[src/rtl/qspi_stream_ctrl.sv]
// qspi_stream_ctrl
// Quad-SPI flash read sequencer for the RLE video decoder.
// On start it issues the read opcode, the 24-bit address and the dummy
// clocks, then streams nibble pairs from IO3..IO0 into a two-entry FIFO
// that feeds a valid/ready consumer. The SPI clock is paused in its low
// phase whenever the FIFO could not absorb another byte, so the flash
// transaction never has to be restarted under backpressure.
module qspi_stream_ctrl #(
    parameter logic [7:0]  CMD          = 8'h6B,
    parameter int unsigned DUMMY_CYCLES = 8
) (
    input  logic        clk,
    input  logic        rst,
    input  logic        start,
    input  logic        stop,
    input  logic [23:0] addr,
    input  logic [1:0]  latency,
    output logic [7:0]  data,
    output logic        data_valid,
    input  logic        data_ready,
    output logic        busy,
    output logic        spi_cs_n,
    output logic        spi_clk,
    output logic        spi_mosi,
    output logic        spi_mosi_oe,
    input  logic [3:0]  spi_d_in
);

    typedef enum logic [2:0] {
        S_IDLE,
        S_CMD,
        S_ADDR,
        S_DUMMY,
        S_DATA
    } state_t;

    localparam logic [7:0] LP_DUMMY_LAST = 8'(DUMMY_CYCLES - 1);

    state_t      r_state;
    logic [7:0]  r_cnt;
    logic [30:0] r_shift;
    logic        r_spiClk;
    logic        r_csN;
    logic        r_mosi;
    logic        r_oe;
    logic        r_busy;

    logic [1:0]  r_inFlight;
    logic [2:0]  r_capPipe;
    logic        r_nibSel;
    logic [3:0]  r_hiNib;
    logic [7:0]  r_fifoData0;
    logic [7:0]  r_fifoData1;
    logic        r_fifoValid0;
    logic        r_fifoValid1;

    logic        w_rise;
    logic        w_capture;
    logic        w_push;
    logic [7:0]  w_pushData;
    logic        w_pop;
    logic [2:0]  w_load;
    logic        w_room;
    logic        w_byteStart;

    assign w_rise      = (r_state == S_DATA) && r_spiClk;
    assign w_push      = w_capture && r_nibSel;
    assign w_pushData  = {r_hiNib, spi_d_in};
    assign w_pop       = r_fifoValid0 && data_ready;
    assign w_load      = 3'(r_fifoValid0) + 3'(r_fifoValid1) + 3'(r_inFlight);
    assign w_room      = (w_load <= 3'd1);
    assign w_byteStart = (r_state == S_DATA) && !r_spiClk && !r_cnt[0] && w_room;

    // Pick the capture strobe that lags the SPI rising edge by 'latency' clocks
    always_comb begin
        w_capture = w_rise;
        case (latency)
            2'd0:    w_capture = w_rise;
            2'd1:    w_capture = r_capPipe[0];
            2'd2:    w_capture = r_capPipe[1];
            default: w_capture = r_capPipe[2];
        endcase
    end

    // Transaction sequencer: drives chip select, SPI clock phase and IO0
    always_ff @(posedge clk or posedge rst) begin
        if (rst) begin
            r_state  <= S_IDLE;
            r_cnt    <= 8'd0;
            r_shift  <= 31'd0;
            r_spiClk <= 1'b0;
            r_csN    <= 1'b1;
            r_mosi   <= 1'b0;
            r_oe     <= 1'b0;
            r_busy   <= 1'b0;
        end else if (stop) begin
            r_state  <= S_IDLE;
            r_cnt    <= 8'd0;
            r_spiClk <= 1'b0;
            r_csN    <= 1'b1;
            r_mosi   <= 1'b0;
            r_oe     <= 1'b0;
            r_busy   <= 1'b0;
        end else begin
            case (r_state)
                S_IDLE: begin
                    if (start) begin
                        r_state  <= S_CMD;
                        r_cnt    <= 8'd0;
                        r_shift  <= {CMD[6:0], addr};
                        r_mosi   <= CMD[7];
                        r_oe     <= 1'b1;
                        r_csN    <= 1'b0;
                        r_busy   <= 1'b1;
                        r_spiClk <= 1'b0;
                    end
                end
                S_DATA: begin
                    if (!r_spiClk) begin
                        if (r_cnt[0] || w_room) begin
                            r_spiClk <= 1'b1;
                        end
                    end else begin
                        r_spiClk <= 1'b0;
                        r_cnt    <= r_cnt + 8'd1;
                    end
                end
                default: begin
                    if (!r_spiClk) begin
                        r_spiClk <= 1'b1;
                    end else begin
                        r_spiClk <= 1'b0;
                        if (r_state != S_DUMMY) begin
                            r_mosi  <= r_shift[30];
                            r_shift <= {r_shift[29:0], 1'b0};
                        end
                        if (r_state == S_CMD && r_cnt == 8'd7) begin
                            r_state <= S_ADDR;
                            r_cnt   <= 8'd0;
                        end else if (r_state == S_ADDR && r_cnt == 8'd23) begin
                            r_state <= (DUMMY_CYCLES == 0) ? S_DATA : S_DUMMY;
                            r_cnt   <= 8'd0;
                            r_oe    <= 1'b0;
                            r_mosi  <= 1'b0;
                        end else if (r_state == S_DUMMY && r_cnt == LP_DUMMY_LAST) begin
                            r_state <= S_DATA;
                            r_cnt   <= 8'd0;
                        end else begin
                            r_cnt <= r_cnt + 8'd1;
                        end
                    end
                end
            endcase
        end
    end

    // Nibble capture, in-flight byte accounting and the two-entry output FIFO
    always_ff @(posedge clk or posedge rst) begin
        if (rst) begin
            r_capPipe    <= 3'd0;
            r_nibSel     <= 1'b0;
            r_hiNib      <= 4'd0;
            r_inFlight   <= 2'd0;
            r_fifoData0  <= 8'd0;
            r_fifoData1  <= 8'd0;
            r_fifoValid0 <= 1'b0;
            r_fifoValid1 <= 1'b0;
        end else if (stop) begin
            r_capPipe    <= 3'd0;
            r_nibSel     <= 1'b0;
            r_inFlight   <= 2'd0;
            r_fifoData0  <= 8'd0;
            r_fifoValid0 <= 1'b0;
            r_fifoValid1 <= 1'b0;
        end else begin
            r_capPipe  <= {r_capPipe[1:0], w_rise};
            r_inFlight <= r_inFlight + 2'(w_byteStart) - 2'(w_push);
            if (w_capture) begin
                if (!r_nibSel) begin
                    r_hiNib  <= spi_d_in;
                    r_nibSel <= 1'b1;
                end else begin
                    r_nibSel <= 1'b0;
                end
            end
            case ({w_push, w_pop})
                2'b10: begin
                    if (!r_fifoValid0) begin
                        r_fifoData0  <= w_pushData;
                        r_fifoValid0 <= 1'b1;
                    end else begin
                        r_fifoData1  <= w_pushData;
                        r_fifoValid1 <= 1'b1;
                    end
                end
                2'b01: begin
                    r_fifoData0  <= r_fifoData1;
                    r_fifoValid0 <= r_fifoValid1;
                    r_fifoValid1 <= 1'b0;
                end
                2'b11: begin
                    if (r_fifoValid1) begin
                        r_fifoData0 <= r_fifoData1;
                        r_fifoData1 <= w_pushData;
                    end else begin
                        r_fifoData0 <= w_pushData;
                    end
                end
                default: begin
                end
            endcase
        end
    end

    assign data        = r_fifoData0;
    assign data_valid  = r_fifoValid0;
    assign busy        = r_busy;
    assign spi_cs_n    = r_csN;
    assign spi_clk     = r_spiClk;
    assign spi_mosi    = r_mosi;
    assign spi_mosi_oe = r_oe;

endmodule
[config.mk]
export PLATFORM = sky130hd
export DESIGN_NAME = qspi_stream_ctrl
export DESIGN_NICKNAME = d
export VERILOG_FILES = /design/src/rtl/qspi_stream_ctrl.sv
export SDC_FILE = /design/constraint.sdc
export NUM_CORES = 1
export LEC_CHECK = 0
export BUFFER_PORTS_ARGS = -buffer_cell sky130_fd_sc_hd__clkbuf_2
export CORE_UTILIZATION = 60
export CTS_CLUSTER_SIZE = 14
export DETAILED_ROUTE_END_ITERATION = 8
export GPL_ROUTABILITY_DRIVEN = 0
export PLACE_DENSITY = 0.94
export RECOVER_POWER = 25
export REMOVE_ABC_BUFFERS = 1
export SLEW_MARGIN = 5
export SYNTH_ARGS = -nofsm -noshare
export SYNTH_HDL_FRONTEND = slang
export SYNTH_SLANG_ARGS = --single-unit
[constraint.sdc]
create_clock -name clk -period 8.1 [get_ports clk]
set_clock_uncertainty 0.15 [all_clocks]
set_input_delay 0.405 -clock clk [delete_from_list [all_inputs] [get_ports clk]]
set_output_delay 0.405 -clock clk [all_outputs]
set_load 0.02 [all_outputs]
Word-level counts from Yosys, hierarchy flattened
Cells that the tools add are included.
{"block": "totals", "regBits": 75, "in_bits": 35, "out_inout_bits": 14, "elab_cells": 140}
{"block": "op_classes", "addsub": 5, "magnitude_cmp": 1, "eq_ne": 21, "n_mux": 59, "bitwise": 3, "reduce_logical": 35}
{"operator": "$mux 8", "count": 12}
{"operator": "$mux 31", "count": 3}
{"operator": "$pmux 31 s2", "count": 1}
{"operator": "$pmux 8 s2", "count": 2}
{"operator": "$mux 1", "count": 25}
{"operator": "$pmux 8 s3", "count": 1}
{"operator": "$mux 3", "count": 7}
{"operator": "$ne 3x3->1 const B", "count": 4}
{"operator": "$reduce_bool 2->1", "count": 6}
{"operator": "$pmux 1 s2", "count": 5}
{"operator": "$reduce_and 5->1", "count": 2}
{"operator": "$logic_and 1x1->1", "count": 9}
{"operator": "$reduce_and 3->1", "count": 3}
{"operator": "$reduce_bool 3->1", "count": 3}
{"operator": "$add 8x1->8 const B", "count": 1}
{"operator": "$eq 8x3->1 const B", "count": 1}
{"operator": "$eq 8x5->1 const B", "count": 1}
{"operator": "$ne 2x2->1 const B", "count": 4}
{"operator": "$reduce_and 4->1", "count": 2}
{"operator": "$eq 2x2->1 const B", "count": 3}
{"operator": "$eq 3x2->1 const B", "count": 2}
{"operator": "$ne 3x2->1 const B", "count": 2}
{"operator": "$pmux 3 s2", "count": 1}
{"operator": "$reduce_and 2->1", "count": 3}
{"operator": "other kinds (17)", "count": 21}

Longest topological paths before layout
Gate-level depths: netlist (run 1).
{"block": "depth", "word_depth": 8, "depth_mapped": 11, "ltp_nobuf": 9}

Least setup slack after synthesis (run 1)
Ideal clock, no wire load.
{"block": "synth_timing", "kind": "register to register", "start": "register r_spiClk, in the netlist spi_clk", "end": "register r_fifoData1[0]", "setup_ns": 0.125, "arrival_ns": 2.655, "t_required_ns": 7.825, "setup_slack_ns": 5.170, "stages_incl_launch_ff": 10, "path_buffers": 1, "synth_period_minus_slack_ns": 2.930, "cell_sequence": "dfrtp_1 clkbuf_1 nor4bb_1 mux4_2 nand2_1 inv_1 ha_1 nand2b_1 a211oi_2 mux2_2"}
{"block": "synth_between", "elab_chain_cells": 6, "word_cells_on_any_way": 10, "classes_between": "eq/ne: 4; mux: 2; reduce/logical: 4"}
{"item": "start, declared", "line": "42", "text": "logic r_spiClk;"}
{"item": "start signal, assigned", "line": "91", "text": "r_spiClk <= 1'b0;"}
{"item": "start signal, assigned", "line": "99", "text": "r_spiClk <= 1'b0;"}
{"item": "start signal, assigned", "line": "115", "text": "r_spiClk <= 1'b0;"}
{"item": "$logic_and 1x1->1 (*)", "line": "66", "text": "assign w_rise = (r_state == S_DATA) && r_spiClk;"}
{"item": "$pmux 1 s3 (*)", "line": "77", "text": "case (latency)"}
{"item": "$logic_and 1x1->1 (*)", "line": "67", "text": "assign w_push = w_capture && r_nibSel;"}
{"item": "$eq 2x2->1", "line": "186", "text": "case ({w_push, w_pop})"}
{"item": "$ne 2x2->1 (no line) or $reduce_bool 2->1 (tied branches)"}
{"item": "$reduce_and 4->1 (no line)"}
{"item": "end signal, assigned", "line": "192", "text": "r_fifoData1 <= w_pushData;"}
{"item": "end signal, assigned", "line": "204", "text": "r_fifoData1 <= w_pushData;"}
{"item": "end, declared", "line": "53", "text": "logic [7:0] r_fifoData1;"}
Mark *: on every way between the ends. The rest lies on a longest branch, timed or not.
A chain may end at the register's enable or synchronous reset.

==> results by group, run 1 <==
Timing
  – Fmax: 0.257 GHz
  – Final Hold Fails: 0
  – RSZ-0062 raised after global routing: no
  – Sum Neg Setup Slack: 0 ps
  – Final setup vio count: 0
  – Worst Max-Slew Pin Slew: 3920 ps
  – Fin. max-slew vios: about 110
  – Final period utilization: 48.1%
  – Period minus WS final: 3900 ps
  – Relative slew slack: -162%

Critical path
  – RR Endpoint: data[0]$_DFFE_PP0P_
  – R2R depth: 9
  – CP cell instances: clkbuf_2, clkinv_1, clkbuf_1
  – Setup CP Type: input pin to asynchronous set/reset pin
  – Startpoint Class: input pin
  – Crit-path max FO: 75
  – Family with the most delay on the worst path: buffers and inverters
  – Req. time, crit path: 7490 ps
  – Critical path depth: 3
  – CP max stage delay: 2750 ps
  – Critical path's slowest cell: clkbuf_1
  – CP arrival: approximately 3300 ps
  – Reg2Reg Setup Slack: 4800 ps
  – Buffers and inverters on the worst path: 3
  – RR Startpoint: r_state[0]$_DFFE_PP0P_
  – Worst setup EP type: asynchronous set/reset pin

Drt
  – Met2 Wirelength: 3520 um
  – DR WL met3: 203 um
  – Vias: 2595
  – Drt total wl: 7010 um
  – # DRC: 0
  – Wire length per cell: 15.9 um
  – WL met1: 3180 um
  – DRT iter0 DRCs: 113
  – Via density: 5.90
  – Routed Antenna Nets: 0
  – Drt first pass iters: 4
  – Top Metal Used: met4

Logic synthesis
  – #FFs+latches synth: 75
  – Cells after Synth: around 320
  – Top cell type's share of synthesized area: 49.2%
  – Post-synth top area cell: dfrtp_1
  – Leading post-synthesis cells by cell area: dfrtp_1, mux2_2, a22o_1, ha_1, nor2_1
  – Synth top cells by count: dfrtp_1, mux2_2, nor2_1, a22o_1
  – EDFF count, synth: 0
  – Post-synthesis simple-gate area fraction: approximately 11%
  – Avg Inst Size Synth: 11.9 um^2
  – Seq/Total Area, Yosys: around half
  – Area share of xor/xnor cells in the synthesized design: 1.16%
  – Post-Syn Area: 3760 um^2
  – Compound-cell area share of the yosys netlist: 12.2%
  – Unique masters post-synth: 53
  – Synth Warn #: 0
  – Main synth FF type: dfrtp_1
  – Most instantiated library cell after synthesis: dfrtp_1
  – Synth async-reset ratio: 100%
  – Multiplexer share of the synthesized area: 19.6%
  – Synth Area in Adders: 2.33%
  – Largest family of logic cells by synthesized area: multiplexers

Run status
  – Status: finished, violations left
  – Failing checks: max-capacitance violations, max-slew violations

Layout
  – Register area: 1880 um^2
  – Final Util: 70.0%
  – Area grow syn2layout: 11.5%
  – N_diodes: 0
  – Layout cells sized above 1: 37.3%
  – # fillers: ~430
  – Footprint of the multi-input gates: 1740 um^2
  – Post-route insts no fill: 440
  – Nets@finish: approximately 400
  – Final Instance Area: 4190 um^2

Global routing
  – First-pass GRT wire length: 11700 um
  – Vias in the first global route: 2601
  – All-Layer GR Usage: 23.7%
  – Largest net degree at the start of global routing: 76
  – Total grt overflow: 0
  – Initial antenna violation count: 0

Clocking
  – Post-CTS Setup Inserts: 0
  – CTS-repair resized insts: 0
  – TritonCTS clock tree: built
  – Max H-tree Level: 3
  – Clock Latency Late Sink: 350 ps
  – CTS root buf: clkbuf_8
  – # clock sinks: 75
  – CTS buffer count: 9
  – Clock slew at reported path FFs: 80 ps
  – Hold_buf cts: 0
  – Longest Clk Path Bufs: 2

Power and ir drop
  – LEAKAGE: between 1.5 and 2 nW
  – Internal: about 820 uW
  – Seq pwr share: 45.8%
  – Power share of the clock group: roughly 20%
  – VDD IR max: 0.000190 V
  – PD cells: 293 nW/um^2
  – Comb power frac: 33.7%
  – Sw Share: 32.9%
  – Switch Pwr: 405 uW

Place
  – Placed cell area: 4030 um^2
  – Final HPWL DP: ~5000 um
  – I/O Buffers: 48
  – Placed Instances: 424

Worst hold path
  – Min-Delay Path Depth: 3
  – Hold Path Class: input pin to register
  – Hold Path End: r_shift[0]$_DFFE_PP0P_
  – Min-delay src: addr[0]

Flow run
  – Maximum capacitance violations: 2

Floorplanning
  – Die footprint: 6590 um^2
  – Initial Util: 62.8%
  – Die Wd: 81.2 um
  – Die Y: approximately 81 um
  – Number of placement rows: 28
  – Num ports: 49
  – Core footprint: 5990 um^2
metrics by stage:
step / hold WS (ps) / power [mW] / setup WS [ps]
detailed placement: 336 / 0.986 / 4900
floorplan: 309 / 0.868 / 5120
global placement: 328 / 0.953 / 5000
global route: 140 / 1.31 / 3340
finish: 131 / 1.23 / 4200
CTS: 126 / 1.24 / 4870
registers in the layout, indices dropped and copies added (netlist names):
signal	cells
r_shift	31
data	8
r_cnt	8
r_fifoData1	8
r_hiNib	4
r_capPipe	3
r_state	3
r_inFlight	2
busy	1
data_valid	1
r_fifoValid1	1
r_nibSel	1
spi_clk	1
spi_cs_n	1
spi_mosi	1
spi_mosi_oe	1
how the worst max path moves through the flow:
stage,startpoint,endpoint,slack [ps]
finish,rst,spi_mosi_oe$_DFFE_PP0P_,4200
global route,rst,spi_mosi_oe$_DFFE_PP0P_,3340
CTS,r_state[0]$_DFFE_PP0P_,data[0]$_DFFE_PP0P_,4870
detailed placement,r_state[0]$_DFFE_PP0P_,data[0]$_DFFE_PP0P_,4900
global placement,r_state[0]$_DFFE_PP0P_,r_fifoData1[5]$_DFFE_PP0P_,5000
floorplan,r_state[0]$_DFFE_PP0P_,r_state[0]$_DFFE_PP0P_,5120
worst reg2reg max path, delay by kind of cell, from the launching register on:
kind | cells | cell delay [ps]
and+or+nand+nor | 4 | 670
buffers and inverters | 1 | 80
DFF | 1 | 700
muxes | 1 | 520
AOI/OAI and AO/OA | 2 | 840
adders and majority gates | 1 | 240
layout make-up:
type | count | area share [%]
inverter | 12 | 1.07
sequential | 75 | 44.8
clock buffer | 11 | 3.37
tap | 75 | 2.24
timing repair buffer | 52 | 6.32
multi-input combinational | 210 | 41.5
clock inverter | 5 | 0.686
cells by family (layout without fill, tap and decap cells):
group                    after synthesis  after routing
adder cells (fa/ha/maj)                7              7
multiplexers                          65             65
XOR/XNOR                               5              5
AO/OA/AOI/OAI                         62             62
buffers and inverters                 30             80
AND/OR/NAND/NOR                       71             71
flip-flops                            75             75
placed cells by master, fill, tap and decap left out, drive strengths merged, types with 5 or more instances in the layout:
cell type / n
a211oi: 5
a21oi: 8
a22o: 16
clkbuf: 60
clkinv: 6
dfrtp: 74
ha: 7
inv: 11
mux2: 59
mux2i: 5
nand2: 9
nor2: 24
nor2b: 7
nor3: 5
o21ai: 12
o31ai: 6
power groups by stage:
stage	Sequential (mW)	Clock (mW)	Combinational [mW]
finish	0.563	0.253	0.414
global route	0.579	0.274	0.453
CTS	0.564	0.258	0.418
detailed placement	0.571	0	0.415
global placement	0.559	0	0.394
floorplan	0.562	0	0.306
metal layers:
| layer | track usage [%] | vias to the layer above |
|---|---|---|
| met5 | 0 | - |
| met4 | 10.2 | 0 |
| met3 | 4.72 | 9 |
| met2 | 39.6 | 50 |
| met1 | 29.9 | 1289 |
| li1 | - | 1247 |
No activity file was read; power rests on OpenSTA's default activity.
==> run 2, diff against run 1 <==
Settings changed: ABC_AREA set to 1, CORE_UTILIZATION 60 to 57, PLACE_DENSITY 0.94 to 0.91.
Clock period 8.1 ns to 4 ns, I/O delays scaled along.
==> run 2 against run 1 <==
- the run still ends with max-capacitance violations, max-slew violations left
- global-route usage increased by 2.4 points
- sequential share of layout area is 2.0 points lower
- synthesized cell count rose by 33%
- sequential cell count unchanged
- cell area up 4.7%
- first-iteration DRC count is 94% higher
- count of clock-buffer cells in the layout stayed put
- critical path type is now register to register
- largest power group unchanged
==> results by group, run 2 <==
Run status
  – Status: finished, violations left (unchanged)
  – Failing checks: max-capacitance violations, max-slew violations (unchanged)

Critical path
  – Worst setup EP type: register (was asynchronous set/reset pin)
  – CP max stage delay: 430 ps (was 2750 ps)
  – Critical path depth: 13 (was 3)
  – R2R depth: 13 (was 9)
  – Req. time, crit path: 4090 ps (was 7490 ps)
  – Buffers and inverters on the worst path: 2 (was 3)
  – Top cell by count, worst path: nand2_1
  – CP startpoint: r_state[0]$_DFFE_PP0P_ (was rst)
  – CP arrival: 2770 ps (was 3290 ps)
  – Family with the most delay on the worst path: simple AND/OR/NAND/NOR gates (was buffers and inverters)
  – Crit-path max FO: 9 (was 75)
  – RR Startpoint: r_state[0]$_DFFE_PP0P_ (unchanged)
  – CP cell instances: nor2_1, nand2_1, inv_2, nand2_1, nand2_1, nand2_1, nor2_1, inv_1, ha_1, nand2_1, o21ai_2, nor2_4, a22o_1 (was clkbuf_2, clkinv_1, clkbuf_1)
  – Critical path's slowest cell: dfrtp_1 (was clkbuf_1)
  – Setup CP Type: register to register (was input pin to asynchronous set/reset pin)
  – Startpoint Class: register (was input pin)

Clocking
  – Post-CTS Setup Inserts: 0 (unchanged)
  – CTS root buf: clkbuf_8 (unchanged)
  – Longest Clk Path Bufs: 2 (unchanged)
  – # clock sinks: 75 (unchanged)
  – Hold_buf cts: 25 (was 0)
  – Max H-tree Level: 3 (unchanged)
  – TritonCTS clock tree: built (unchanged)
  – CTS buffer count: 9 (unchanged)
  – CTS-repair resized insts: 0 (unchanged)
  – Clock slew at reported path FFs: 80 ps (about the same)
  – Clock Latency Late Sink: 350 ps (about the same)

Logic synthesis
  – Top cell type's share of synthesized area: 50.6% (was 49.2%)
  – Leading post-synthesis cells by cell area: dfrtp_1, nand2_1, mux2i_1, o21ai_1, nor2_1 (was dfrtp_1, mux2_2, a22o_1, ha_1, nor2_1)
  – Post-synth top area cell: dfrtp_1 (unchanged)
  – Synth async-reset ratio: 100% (unchanged)
  – EDFF count, synth: 0 (unchanged)
  – #FFs+latches synth: 75 (unchanged)
  – Synth top cells by count: nand2_1, dfrtp_1, nor2_1, inv_1, o21ai_1 (was dfrtp_1, mux2_2, nor2_1, a22o_1)
  – Post-Syn Area: 3660 um^2 (was 3760 um^2)
  – Avg Inst Size Synth: 8.73 um^2 (was 11.9 um^2)
  – Cells after Synth: 419 (was 315)
  – Most instantiated library cell after synthesis: nand2_1 (was dfrtp_1)
  – Unique masters post-synth: 35 (was 53)
  – Synth Warn #: 0 (unchanged)
  – Main synth FF type: dfrtp_1 (unchanged)
  – Seq/Total Area, Yosys: 51.4% (was 49.9%)

Place
  – Placed Instances: 533 (was 424)
  – Final HPWL DP: 5180 um (was 4940 um)
  – I/O Buffers: 48 (unchanged)

Global routing
  – Largest net degree at the start of global routing: 53 (was 76)
  – Initial antenna violation count: 0 (unchanged)
  – Vias in the first global route: 2908 (was 2601)
  – All-Layer GR Usage: 26.1% (was 23.7%)
  – Total grt overflow: 0 (unchanged)
  – First-pass GRT wire length: 12900 um (was 11700 um)

Timing
  – Fmax: about 0.37 GHz
  – RSZ-0062 raised after global routing: no (unchanged)
  – Period minus WS final: between 2000 and 3000 ps
  – Final period utilization: roughly two thirds
  – Relative slew slack: -25.3% (was -162%)
  – Final Hold Fails: 0 (unchanged)
  – Fin. max-slew vios: 53 (was 113)
  – Final setup vio count: 0 (unchanged)
  – Sum Neg Setup Slack: 0 ps (unchanged)
  – Worst Max-Slew Pin Slew: 1880 ps (was 3920 ps)

Power and ir drop
  – VDD IR max: 0.000471 V (was 0.000190 V)
  – PD cells: 644 nW/um^2 (was 293 nW/um^2)
  – Total power: 2.83 mW (was 1.23 mW)
  – LEAKAGE: 2.22 nW (was 1.96 nW)

Floorplanning
  – Die footprint: 6740 um^2 (was 6590 um^2)
  – Core footprint: 6060 um^2 (was 5990 um^2)
  – Number of placement rows: 28 (unchanged)
  – Die Y: 82.1 um (was 81.2 um)
  – Initial Util: 60.3% (was 62.8%)
  – Die Wd: 82.1 um (was 81.2 um)
  – Num ports: 49 (unchanged)

Drt
  – Drt first pass iters: 4 (unchanged)
  – Vias: 3109 (was 2595)
  – Wire length per cell: 14.0 um (was 15.9 um)
  – Drt total wl: 8060 um (was 7010 um)
  – Via density: 5.42 (was 5.90)
  – # DRC: 0 (unchanged)
  – DRT iter0 DRCs: 219 (was 113)
  – Routed Antenna Nets: 0 (unchanged)

Layout
  – N_diodes: 0 (unchanged)
  – Final Util: 72.5% (was 70.0%)
  – Nets@finish: 536 (was 402)
  – Post-route insts no fill: 574 (was 440)
  – Commonest non-fill, non-tap cell in the layout: nand2_1 (was dfrtp_1)
  – Top reg by flops: r_shift (unchanged)
  – Area grow syn2layout: 20.1% (was 11.5%)
  – Most frequent cells in the layout: nand2_1, dfrtp_1, nor2_1, inv_1, clkbuf_2 (was dfrtp_1, mux2_2, clkbuf_2, nor2_1, a22o_1)
  – Max FFs per register: 31 (unchanged)
  – Layout cells sized above 1: 13.6% (was 37.3%)

Worst hold path
  – Min-Delay Path Depth: 3 (unchanged)
  – Hold Path Class: input pin to register (unchanged)
  – Min-delay src: addr[19] (was addr[0])

Flow run
  – Maximum capacitance violations: 1 (was 2)
[run 2: changes by cell type after synthesis, sizes merged, moves of 5 or more]
cell	previous run	this run
inv	12	39
nand3	2	30
a211oi	5	0
nor2	24	42
clkbuf	10	2
o21ai	12	54
a22o	16	8
o31ai	6	1
nand2	9	108
mux2i	5	23
mux2	59	0
nor2b	7	0
[run 2: final timing paths]
| kind | slack, ps | end |
|---|---|---|
| setup / recovery | 1330 | data[7]$_DFFE_PP0P_ |
| hold / removal | 8 | r_shift[19]$_DFFE_PP0P_ |
| setup reg to reg | 1330 | data[7]$_DFFE_PP0P_ |
| hold reg to reg | 330 | r_hiNib[3]$_DFFE_PP0P_ |
| max in group asynchronous | 1640 | spi_cs_n$_DFFE_PP1P_ |
| min in group asynchronous | 830 | r_shift[7]$_DFFE_PP0P_ |
[run 2: layout make-up]
cell class                 count  area (um^2)
tap                           75         93.8
multi-input combinational    292         1550
clock inverter                 5         75.1
fill                         442         1670
timing repair buffer          76          495
inverter                      40          150
clock buffer                  11          151
sequential                    75         1880
[run 2: cells by family (layout without fill, tap and decap cells)]
logic type | count (synthesis) | in the layout | synth area share, %
flip-flops | 75 | 75 | 51.4
AO/OA/AOI/OAI | 73 | 73 | 11.5
AND/OR/NAND/NOR | 187 | 187 | 21.9
multiplexers | 23 | 23 | 6.29
buffers and inverters | 52 | 132 | 6.09
XOR/XNOR | 2 | 2 | 0.479
adder cells (fa/ha/maj) | 7 | 7 | 2.39
[run 2: through the flow]
stage / hold WS (ps) / setup slack [ps] / cell area [um^2]
finish: 8.07 / 1330 / 4390
CTS: 2.49 / 1450 / 4420
floorplan: 115 / 1350 / 3580
detailed placement: 301 / 1470 / 3940
global route: 8.40 / 1160 / 4390
global placement: 298 / 1600 / 3940
[run 2: where the power goes]
group / internal [mW] / switching (mW)
sequential: 1.01 / 0.158
combinational: 0.371 / 0.635
clock: 0.382 / 0.277
total: 1.76 / 1.07
[run 2: worst reg2reg max path, cell delays in order, from the launching register on]
cell     delay (ps)
dfrtp_1         430
nor2_1          250
nand2_1         130
inv_2            80
nand2_1          50
nand2_1          50
nand2_1          60
nor2_1          240
inv_1            80
ha_1            290
nand2_1          60
o21ai_2         370
nor2_4          110
a22o_1          230
[run 2: per-layer routing]
layer	track usage, %	wire (um)
met1	31.7	3510
met5	0	0
met4	10.2	155
met2	44.1	4020
met3	7.14	376
